<file path="config.mk">
export PLATFORM = sky130hd
export DESIGN_NAME = csr_encoder_flat
export DESIGN_NICKNAME = d
export VERILOG_FILES = /design/src/rtl/csr_encoder_if.sv /design/src/rtl/csr_encoder.sv /design/src/flat_wrapper.sv
export SDC_FILE = /design/constraint.sdc
export NUM_CORES = 1
export LEC_CHECK = 0
export ABC_AREA = 1
export CAP_MARGIN = 20
export CORE_MARGIN = 10
export CORE_UTILIZATION = 53
export CTS_BUF_LIST = sky130_fd_sc_hd__clkbuf_8
export DETAILED_ROUTE_END_ITERATION = 10
export PLACE_DENSITY = 0.88
export SETUP_SLACK_MARGIN = 0.4
export SKIP_LAST_GASP = 1
export SLEW_MARGIN = 30
export SYNTH_ARGS = -nofsm -noshare
export SYNTH_HDL_FRONTEND = slang
export SYNTH_SLANG_ARGS = --single-unit
</file>
<file path="constraint.sdc">
create_clock -name clk -period 3.9 [get_ports clk]
set_input_delay 0.78 -clock clk [delete_from_list [all_inputs] [get_ports clk]]
set_output_delay 0.78 -clock clk [all_outputs]
set_load 0.1 [all_outputs]
</file>
<file path="src/rtl/csr_encoder_if.sv">
// Stream-in / CSR-write-out bundle for csr_encoder.
// The slave modport is the encoder; the master modport is whoever feeds the dense matrix.
interface csr_encoder_if;
    logic        start;
    logic [31:0] in_data;
    logic        in_valid;
    logic        in_ready;
    logic        sp_we;
    logic [13:0] sp_addr;
    logic [31:0] sp_wdata;
    logic [31:0] col_wdata;
    logic        row_we;
    logic [9:0]  row_addr;
    logic [31:0] row_wdata;
    logic [14:0] nnz;
    logic        busy;
    logic        done;
    logic        err;

    modport slave (
        input  start, in_data, in_valid,
        output in_ready, sp_we, sp_addr, sp_wdata, col_wdata,
               row_we, row_addr, row_wdata, nnz, busy, done, err
    );

    modport master (
        output start, in_data, in_valid,
        input  in_ready, sp_we, sp_addr, sp_wdata, col_wdata,
               row_we, row_addr, row_wdata, nnz, busy, done, err
    );
endinterface

</file>
<file path="src/rtl/csr_encoder.sv">
// Converts a row-major dense matrix stream into CSR form: value/column RAM writes per
// nonzero and a cumulative row-pointer write at the start of the frame and at the end of each row.
module csr_encoder #(
    parameter int N_ROWS  = 560,
    parameter int N_COLS  = 560,
    parameter int MAX_NNZ = 16384
) (
    input  logic         clk,
    input  logic         rst,
    csr_encoder_if.slave bus
);
    typedef enum logic [1:0] {IDLE, INIT, RUN, DONE} state_t;

    localparam logic [9:0]  LAST_COL = 10'(N_COLS - 1);
    localparam logic [9:0]  LAST_ROW = 10'(N_ROWS - 1);
    localparam logic [14:0] NNZ_CAP  = 15'(MAX_NNZ);

    state_t      r_state;
    logic [9:0]  r_col;
    logic [9:0]  r_row;
    logic [14:0] r_nnz;
    logic        r_err;
    logic        r_in_ready;
    logic        r_busy;
    logic        r_done;
    logic        r_sp_we;
    logic [13:0] r_sp_addr;
    logic [31:0] r_sp_wdata;
    logic [31:0] r_col_wdata;
    logic        r_row_we;
    logic [9:0]  r_row_addr;
    logic [31:0] r_row_wdata;

    logic w_hs;
    logic w_nonzero;
    logic w_store;
    logic w_last_col;
    logic w_last_row;

    // r_in_ready is only ever high in RUN, so it doubles as the state qualifier.
    assign w_hs       = bus.in_valid && r_in_ready;
    assign w_nonzero  = (bus.in_data != 32'd0);
    assign w_store    = w_nonzero && (r_nnz < NNZ_CAP);
    assign w_last_col = (r_col == LAST_COL);
    assign w_last_row = (r_row == LAST_ROW);

    // NOTE: all state below is updated with non-blocking assignments so every register
    // samples the pre-edge values, independent of statement order inside the block.
    always_ff @(posedge clk) begin
        if (!rst) begin
            // NOTE: the write data/address registers are cleared too, not just the strobes,
            // so a reset leaves every output at a known zero.
            r_state     <= IDLE;
            r_col       <= '0;
            r_row       <= '0;
            r_nnz       <= '0;
            r_err       <= 1'b0;
            r_in_ready  <= 1'b0;
            r_busy      <= 1'b0;
            r_done      <= 1'b0;
            r_sp_we     <= 1'b0;
            r_sp_addr   <= '0;
            r_sp_wdata  <= '0;
            r_col_wdata <= '0;
            r_row_we    <= 1'b0;
            r_row_addr  <= '0;
            r_row_wdata <= '0;
        end else begin
            r_sp_we  <= 1'b0;
            r_row_we <= 1'b0;
            r_done   <= 1'b0;
            case (r_state)
                IDLE: begin
                    if (bus.start) begin
                        r_state     <= INIT;
                        r_busy      <= 1'b1;
                        r_row_we    <= 1'b1;
                        r_row_addr  <= '0;
                        r_row_wdata <= '0;
                        r_col       <= '0;
                        r_row       <= '0;
                        r_nnz       <= '0;
                        r_err       <= 1'b0;
                    end
                end
                INIT: begin
                    r_state    <= RUN;
                    r_in_ready <= 1'b1;
                end
                RUN: begin
                    if (w_hs) begin
                        if (w_store) begin
                            r_sp_we     <= 1'b1;
                            r_sp_addr   <= r_nnz[13:0];
                            r_sp_wdata  <= bus.in_data;
                            r_col_wdata <= {22'd0, r_col};
                            r_nnz       <= r_nnz + 15'd1;
                        end else if (w_nonzero) begin
                            r_err <= 1'b1;
                        end
                        // Row pointer for the next row counts the element just stored.
                        if (w_last_col) begin
                            r_col       <= '0;
                            r_row_we    <= 1'b1;
                            r_row_addr  <= r_row + 10'd1;
                            r_row_wdata <= {17'd0, r_nnz} + {31'd0, w_store};
                            if (w_last_row) begin
                                r_state    <= DONE;
                                r_in_ready <= 1'b0;
                                r_done     <= 1'b1;
                            end else begin
                                r_row <= r_row + 10'd1;
                            end
                        end else begin
                            r_col <= r_col + 10'd1;
                        end
                    end
                end
                DONE: begin
                    r_state <= IDLE;
                    r_busy  <= 1'b0;
                end
                default: r_state <= IDLE;
            endcase
        end
    end

    assign bus.in_ready  = r_in_ready;
    assign bus.sp_we     = r_sp_we;
    assign bus.sp_addr   = r_sp_addr;
    assign bus.sp_wdata  = r_sp_wdata;
    assign bus.col_wdata = r_col_wdata;
    assign bus.row_we    = r_row_we;
    assign bus.row_addr  = r_row_addr;
    assign bus.row_wdata = r_row_wdata;
    assign bus.nnz       = r_nnz;
    assign bus.busy      = r_busy;
    assign bus.done      = r_done;
    assign bus.err       = r_err;
endmodule

</file>
<file path="src/flat_wrapper.sv">
// flat-port wrapper written by rule: the top's interface ports become plain ports
module csr_encoder_flat 
#(
    parameter int N_ROWS  = 560,
    parameter int N_COLS  = 560,
    parameter int MAX_NNZ = 16384
)
  (clk, rst, bus_start, bus_in_data, bus_in_valid, bus_in_ready, bus_sp_we, bus_sp_addr, bus_sp_wdata, bus_col_wdata, bus_row_we, bus_row_addr, bus_row_wdata, bus_nnz, bus_busy, bus_done, bus_err);
  csr_encoder_if bus_i ();
  input  logic clk;
  input  logic rst;
  input wire logic [$bits(bus_i.start)-1:0] bus_start;
  input wire logic [$bits(bus_i.in_data)-1:0] bus_in_data;
  input wire logic [$bits(bus_i.in_valid)-1:0] bus_in_valid;
  output wire logic [$bits(bus_i.in_ready)-1:0] bus_in_ready;
  output wire logic [$bits(bus_i.sp_we)-1:0] bus_sp_we;
  output wire logic [$bits(bus_i.sp_addr)-1:0] bus_sp_addr;
  output wire logic [$bits(bus_i.sp_wdata)-1:0] bus_sp_wdata;
  output wire logic [$bits(bus_i.col_wdata)-1:0] bus_col_wdata;
  output wire logic [$bits(bus_i.row_we)-1:0] bus_row_we;
  output wire logic [$bits(bus_i.row_addr)-1:0] bus_row_addr;
  output wire logic [$bits(bus_i.row_wdata)-1:0] bus_row_wdata;
  output wire logic [$bits(bus_i.nnz)-1:0] bus_nnz;
  output wire logic [$bits(bus_i.busy)-1:0] bus_busy;
  output wire logic [$bits(bus_i.done)-1:0] bus_done;
  output wire logic [$bits(bus_i.err)-1:0] bus_err;
  assign bus_i.start = bus_start;
  assign bus_i.in_data = bus_in_data;
  assign bus_i.in_valid = bus_in_valid;
  assign bus_in_ready = bus_i.in_ready;
  assign bus_sp_we = bus_i.sp_we;
  assign bus_sp_addr = bus_i.sp_addr;
  assign bus_sp_wdata = bus_i.sp_wdata;
  assign bus_col_wdata = bus_i.col_wdata;
  assign bus_row_we = bus_i.row_we;
  assign bus_row_addr = bus_i.row_addr;
  assign bus_row_wdata = bus_i.row_wdata;
  assign bus_nnz = bus_i.nnz;
  assign bus_busy = bus_i.busy;
  assign bus_done = bus_i.done;
  assign bus_err = bus_i.err;
  csr_encoder #(.N_ROWS(N_ROWS), .N_COLS(N_COLS), .MAX_NNZ(MAX_NNZ)) u_core (.clk(clk), .rst(rst), .bus(bus_i));
endmodule
</file>
# Word level (Yosys, flattened, before mapping)
# Index checks and enable logic that the tools add are counted.
[op_classes] n_mux=41 reduce_logical=18 eq_ne=13 n_addsub=4 magnitude_cmp=1
[ops] op="two-way mux 32 bit" n=3
[ops] op="two-way mux 10 bit" n=8
[ops] op="case mux 32 bit (2 select lines)" n=1
[ops] op="case mux 10 bit (2 select lines)" n=3
[ops] op="two-way mux 15 bit" n=3
[ops] op="nonzero test 32 bit" n=1
[ops] op="case mux 15 bit (2 select lines)" n=1
[ops] op="adder 10 x 1 -> 10 bit (second input constant)" n=2
[ops] op="equality test 10 bit (second input constant)" n=2
[ops] op="AND reduction 4 bit" n=5
[ops] op="adder 15 x 1 -> 16 bit" n=1
[ops] op="adder 15 x 1 -> 15 bit (second input constant)" n=1
[ops] op="less-than comparator 15 bit (second input constant)" n=1
[ops] op="two-way mux 1 bit" n=13
[ops] op="!= test 2 x 1 -> 1 bit (second input constant)" n=5
[ops] op="AND reduction 5 bit" n=2
[ops] op="AND reduction 3 bit" n=3
[ops] op="two-way mux 2 bit" n=4
[ops] op="case mux 1 bit (2 select lines)" n=4
[ops] op="case mux 2 bit (4 select lines)" n=1
[ops] op="!= test 2 bit (second input constant)" n=3
[ops] op="nonzero test 2 bit" n=3
[ops] op="equality test 2 bit (second input constant)" n=2
[ops] op="equality test 2 x 1 -> 1 bit (second input constant)" n=1
[ops] op="other kinds (3)" n=4
[totals] regBits=141 wordCells=92 out_inout_bits=141 inputBits=36

# Logic depth before layout (Yosys ltp)
[depth] ltp_word=6 mapped_depth=16

# Least setup slack after synthesis
# Ideal clock, no wire load.
[synth_timing] path_kind="input to register" from="in bus_in_data[6]" to="reg u_core.r_row_wdata[6] (netlist: u_core.bus.row_wdata[6])" slack_ns=1.335 t_arrival_ns=2.450 cell_stages=15 cell_sequence="nor2_1 > nand2_1 > nor2_1 > nand2_1 > nor2_2 > nor2_4 > buf_1 > ha_1 > nand2_1 > nor2_1 > nand2_1 > inv_1 > or2_2 > nand3_1 > nand2_1"
[synth_between] elab_chain_cells=6
[synth_rtl] element="from (decl)" line_no="flat_wrapper.sv:13" text="input wire logic [$bits(bus_i.in_data)-1:0] bus_in_data;"
[synth_rtl] element="nonzero test 32 bit" line_no="csr_encoder.sv:42" text="assign w_nonzero = (bus.in_data != 32'd0);"
[synth_rtl] element="logical AND 1 bit" line_no="csr_encoder.sv:43" text="assign w_store = w_nonzero && (r_nnz < NNZ_CAP);"
[synth_rtl] element="via u_core.w_store" line_no="csr_encoder.sv:36" text="logic w_store;"
[synth_rtl] element="adder 15 x 1 -> 16 bit" line_no="csr_encoder.sv:106" text="r_row_wdata <= {17'd0, r_nnz} + {31'd0, w_store};"
[synth_rtl] element="two-way mux 32 bit" line_no="csr_encoder.sv:102" text="if (w_last_col) begin"
[synth_rtl] element="two-way mux 32 bit" line_no="csr_encoder.sv:91" text="if (w_hs) begin"
[synth_rtl] element="case mux 32 bit (2 select lines)" line_no="csr_encoder.sv:72" text="case (r_state)"
[synth_rtl] element="to (signal assigned)" line_no="csr_encoder.sv:106"
[synth_rtl] element="to (decl)" line_no="csr_encoder.sv:32" text="logic [31:0] r_row_wdata;"
# The timed path passes the listed nets, and every way through them passes these cells. The select of a mux whose other input is x is not followed.
# A chain may end at the register's enable or synchronous reset.

# Worst setup path in the final report
[layout_timing] from="reg u_core.r_nnz[0] (netlist: u_core.bus.nnz[0])" to="out bus_nnz[0]"
[layout_lines] element="from (decl)" line_no="csr_encoder.sv:21" text="logic [14:0] r_nnz;"
[layout_lines] element="from (signal assigned)" line_no="csr_encoder.sv:97" text="r_nnz <= r_nnz + 15'd1;"
[layout_lines] element="to (decl)" line_no="flat_wrapper.sv:23" text="output wire logic [$bits(bus_i.nnz)-1:0] bus_nnz;"
# No word-level cell between the ends.

==> reports/results.tsv <==
stage	metric	value	unit
final_layout	nNetsFinal	998	
setup_path	cp-start-kind	flip-flop	
yosys	synth.area.top_cells	dfxtp_1 (41%), nand2_1 (12%), nand4_1 (7.3%), a21oi_1 (7.1%), nor2_1 (6.1%)	
yosys	synth_top_family_by_area	simple AND/OR/NAND/NOR gates	
power	p_leak	0.00279	uW
setup_path	worstPathRequired	3120	ps
floorplan	die_w	127	um
timing	max_slew_margin	30.9	%
yosys	synth_compound_area_share	9.82	%
timing	hold_viol_final	0	
final_layout	drive_gt1_share	6.93	%
power	ir_drop	0.327	mV
floorplan	rows	39	
yosys	ys_types	35	
clock_tree	cts_max_level	4	
setup_path	startpoint	u_core.bus.nnz[0]$_SDFFE_PN0P_	
yosys	synth_top_area_share	41.2	%
timing	fmaxAchievable	326	MHz
setup_path	r2r_start	u_core.r_state[0]$_SDFFE_PN0P_	
floorplan	fp.dieH	127	um
timing	worst_slew_pin_slew	1030	ps
timing	min_period	3070	ps
route	drtAntennaViolNets	0	
global_routing	grt_pass1_vias	5649	
clock_tree	cts_root_buf	clkbuf_8	
floorplan	initial_utilization	53.7	%
yosys	syn_inst	844	
timing	period_share	78.6	%
global_routing	overflow	0	
route	wl	17.4	mm
clock_tree	cts_tree	yes	
power	seq_power_share	34.5	%
placement	place_hpwl	12.2	mm
min_path	hold_end	u_core.bus.row_addr[0]$_SDFFE_PN0P_	
final_layout	diodes	0	
final_layout	areaGrowthSynthToFinish	26.4	%
global_routing	grtUsageMet1	24.3	%
timing	drv_slew	0	
setup_path	path_cells	clkdlybuf4s50_1	
timing	grt_setup_unrepaired	false	
route	drtIter0Drc	569	
setup_path	end_kind	primary output	
status	status	finished clean	
setup_path	r2r-end	u_core.bus.nnz[9]$_SDFFE_PN0P_	
min_path	worstHoldPathType	flip-flop to flip-flop	
yosys	netlist_area	0.00608	mm^2
global_routing	top_usage_layer	met2	
yosys	yosys_warnings	0	
clock_tree	clkTransAtPathRegs	70	ps
final_layout	stdcell_area	0.00768	mm^2
power	internal-power	2390	uW
placement	port_buffers	138	
yosys	synth_adder_area_share	1.65	%
final_layout	nFillCells	953	
floorplan	io_pins	177	
clock_tree	ctsHoldBuffers	0	
placement	placed_area	0.00727	mm^2
clock_tree	clk_latency	450	ps
setup_path	reg2reg_setup_slack	1120	ps
floorplan	dieArea	0.0161	mm^2
global_routing	grt_usage	20.9	%
yosys	syn_avg_cell_area	7.20	um^2
power	comb_power_share	37.2	%
route	first_pass_iters	6	
yosys	synth_xor_area_share	2.74	%
setup_path	slowest_stage	clkdlybuf4s50_1	
setup_path	path_max_fanout	10	
global_routing	grt_pass1_wl	27.9	mm
setup_path	cp_data_arrival_time	2290	ps
setup_path	cp_top_family	buffers and inverters	
power	swShare	43.0	%
setup_path	max_stage_delay	1230	ps
clock_tree	cts_resized	0	
clock_tree	numCtsBuffers	17	
flow_run	maxCapViolations	0	
power	clockPowerShare	28.3	%
global_routing	grt_util_met2	33.1	%
setup_path	worst-path-buf-inv	1	
global_routing	grt_max_degree	63	
yosys	yosysSeqAreaShare	41.2	%
route	drc	0	
global_routing	antenna_found_initial	0	
clock_tree	clk_path_buf_depth	2	
global_routing	grt_util_met3	7.90	%
yosys	synth-simple-area-share	32.6	%
clock_tree	post_cts_buffers	0	
min_path	hp-start	u_core.bus.row_addr[0]$_SDFFE_PN0P_	
yosys	synth-seq-cells	125	
setup_path	crit_type	flip-flop to primary output	
route	num_vias	6041	
min_path	hold_depth	2	
timing	clock_skew	13.3	ps
timing	finalSetupTns	0	ps
timing	finalSetupViolCount	0	
power	p_sw	1800	uW
yosys	synthMuxAreaShare	0	%
final_layout	final_cell_mix	nand2_1 (196), clkdlybuf4s50_1 (134), dfxtp_1 (125), nor2_1 (98), a21oi_1 (86)	
setup_path	reg2reg_depth	7	
placement	gp_congestion	0.935	
floorplan	fp.coreArea	0.0113	mm^2
final_layout	final_common_cell	nand2_1	
route	wl_per_cell	15.7	um
route	avgViaCountPerCell	5.44	
clock_tree	cts_sinks	125	
power	p_per_area	545	mW/mm^2
yosys	synth_largest_area_cell	dfxtp_1	
==> layer usage <==
metal	up-vias	part of all wire (%)
met4	0	2.7
met2	281	48
met3	41	10
met1	2776	39
met5	-	0
li1	2943	-
==> synth_stat cells <==
cell type / instances
a211oi_1: 1
a21oi_1: 86
a31oi_1: 3
buf_1: 5
buf_2: 13
buf_4: 42
buf_6: 5
clkbuf_1: 24
clkbuf_2: 3
conb_1: 1
dfxtp_1: 125
ha_1: 8
inv_1: 40
inv_2: 5
nand2_1: 196
nand2_2: 3
nand2_4: 1
nand3_1: 37
nand3_2: 2
nand3_4: 1
nand4_1: 71
nor2_1: 98
nor2_2: 3
nor2_4: 3
nor3_1: 15
nor3b_1: 1
nor4_1: 1
o21ai_0: 24
o21ai_1: 1
o21bai_1: 2
or2_2: 3
or2_4: 1
or3b_2: 1
xnor2_1: 4
xor2_1: 15
==> worst max path at each step <==
| stage | endpoint | slack, ps | cells past startpoint |
|---|---|---|---|
| after floorplan | u_core.bus.row_wdata[6]$_SDFFE_PN0P_ | 1330 | 15 |
| after global placement | u_core.bus.row_wdata[13]$_SDFFE_PN0P_ | 950 | 16 |
| after detailed placement | u_core.bus.row_wdata[13]$_SDFFE_PN0P_ | 890 | 16 |
| after CTS | bus_nnz[0] | 830 | 1 |
| after global routing | bus_nnz[0] | 790 | 1 |
| final | bus_nnz[0] | 830 | 1 |
==> flip-flops by register name, indices dropped and copies added (netlist names), 2 cells and up <==
register              count
u_core.bus.sp_wdata      32
u_core.bus.row_wdata     16
u_core.bus.nnz           15
u_core.bus.sp_addr       14
u_core.bus.col_wdata     10
u_core.bus.row_addr      10
u_core.r_col             10
u_core.r_row             10
u_core.r_state            2
==> cell type report <==
| type | instances | area [um^2] | area share, % |
|---|---|---|---|
| clock buffer | 20 | 275 | 3.58 |
| clock inverter | 12 | 145 | 1.89 |
| inverter | 45 | 169 | 2.20 |
| multi-input combinational | 619 | 2990 | 38.9 |
| sequential | 125 | 2500 | 32.6 |
| tap | 143 | 179 | 2.33 |
| timing repair buffer | 146 | 1430 | 18.6 |
==> cells by family (layout without fill, tap and decap cells) <==
kind of cell	count (synthesis)	in the layout
simple gates	437	437
buf+inv	137	223
flops	125	125
compound gates	117	117
xor+xnor	19	19
fa+ha+maj	8	8
other cells	1	38
==> power groups by stage <==
stage / sequential [uW] / combinational, uW / clock (uW)
2_1_floorplan: 1750 / 1000 / 0
4_1_cts: 1440 / 1550 / 1200
3_5_place_dp: 1470 / 1550 / 0
5_1_grt: 1450 / 1690 / 1250
3_3_place_gp: 1470 / 1520 / 0
6_report: 1440 / 1560 / 1190
==> through the flow <==
step                      instances  setup slack [ps]  utilization [%]  total power [uW]  hold WS (ps)
after floorplan                 881              1330                -              2750           473
after global placement         1078               947             64.2              2990           428
after detailed placement       1078               889             64.2              3010           431
after CTS                      1110               832             68.0              4190           448
after global routing           1110               792             67.9              4400           473
final                          1110               834             67.9              4190           445
Power figures use the tool's default switching activity.
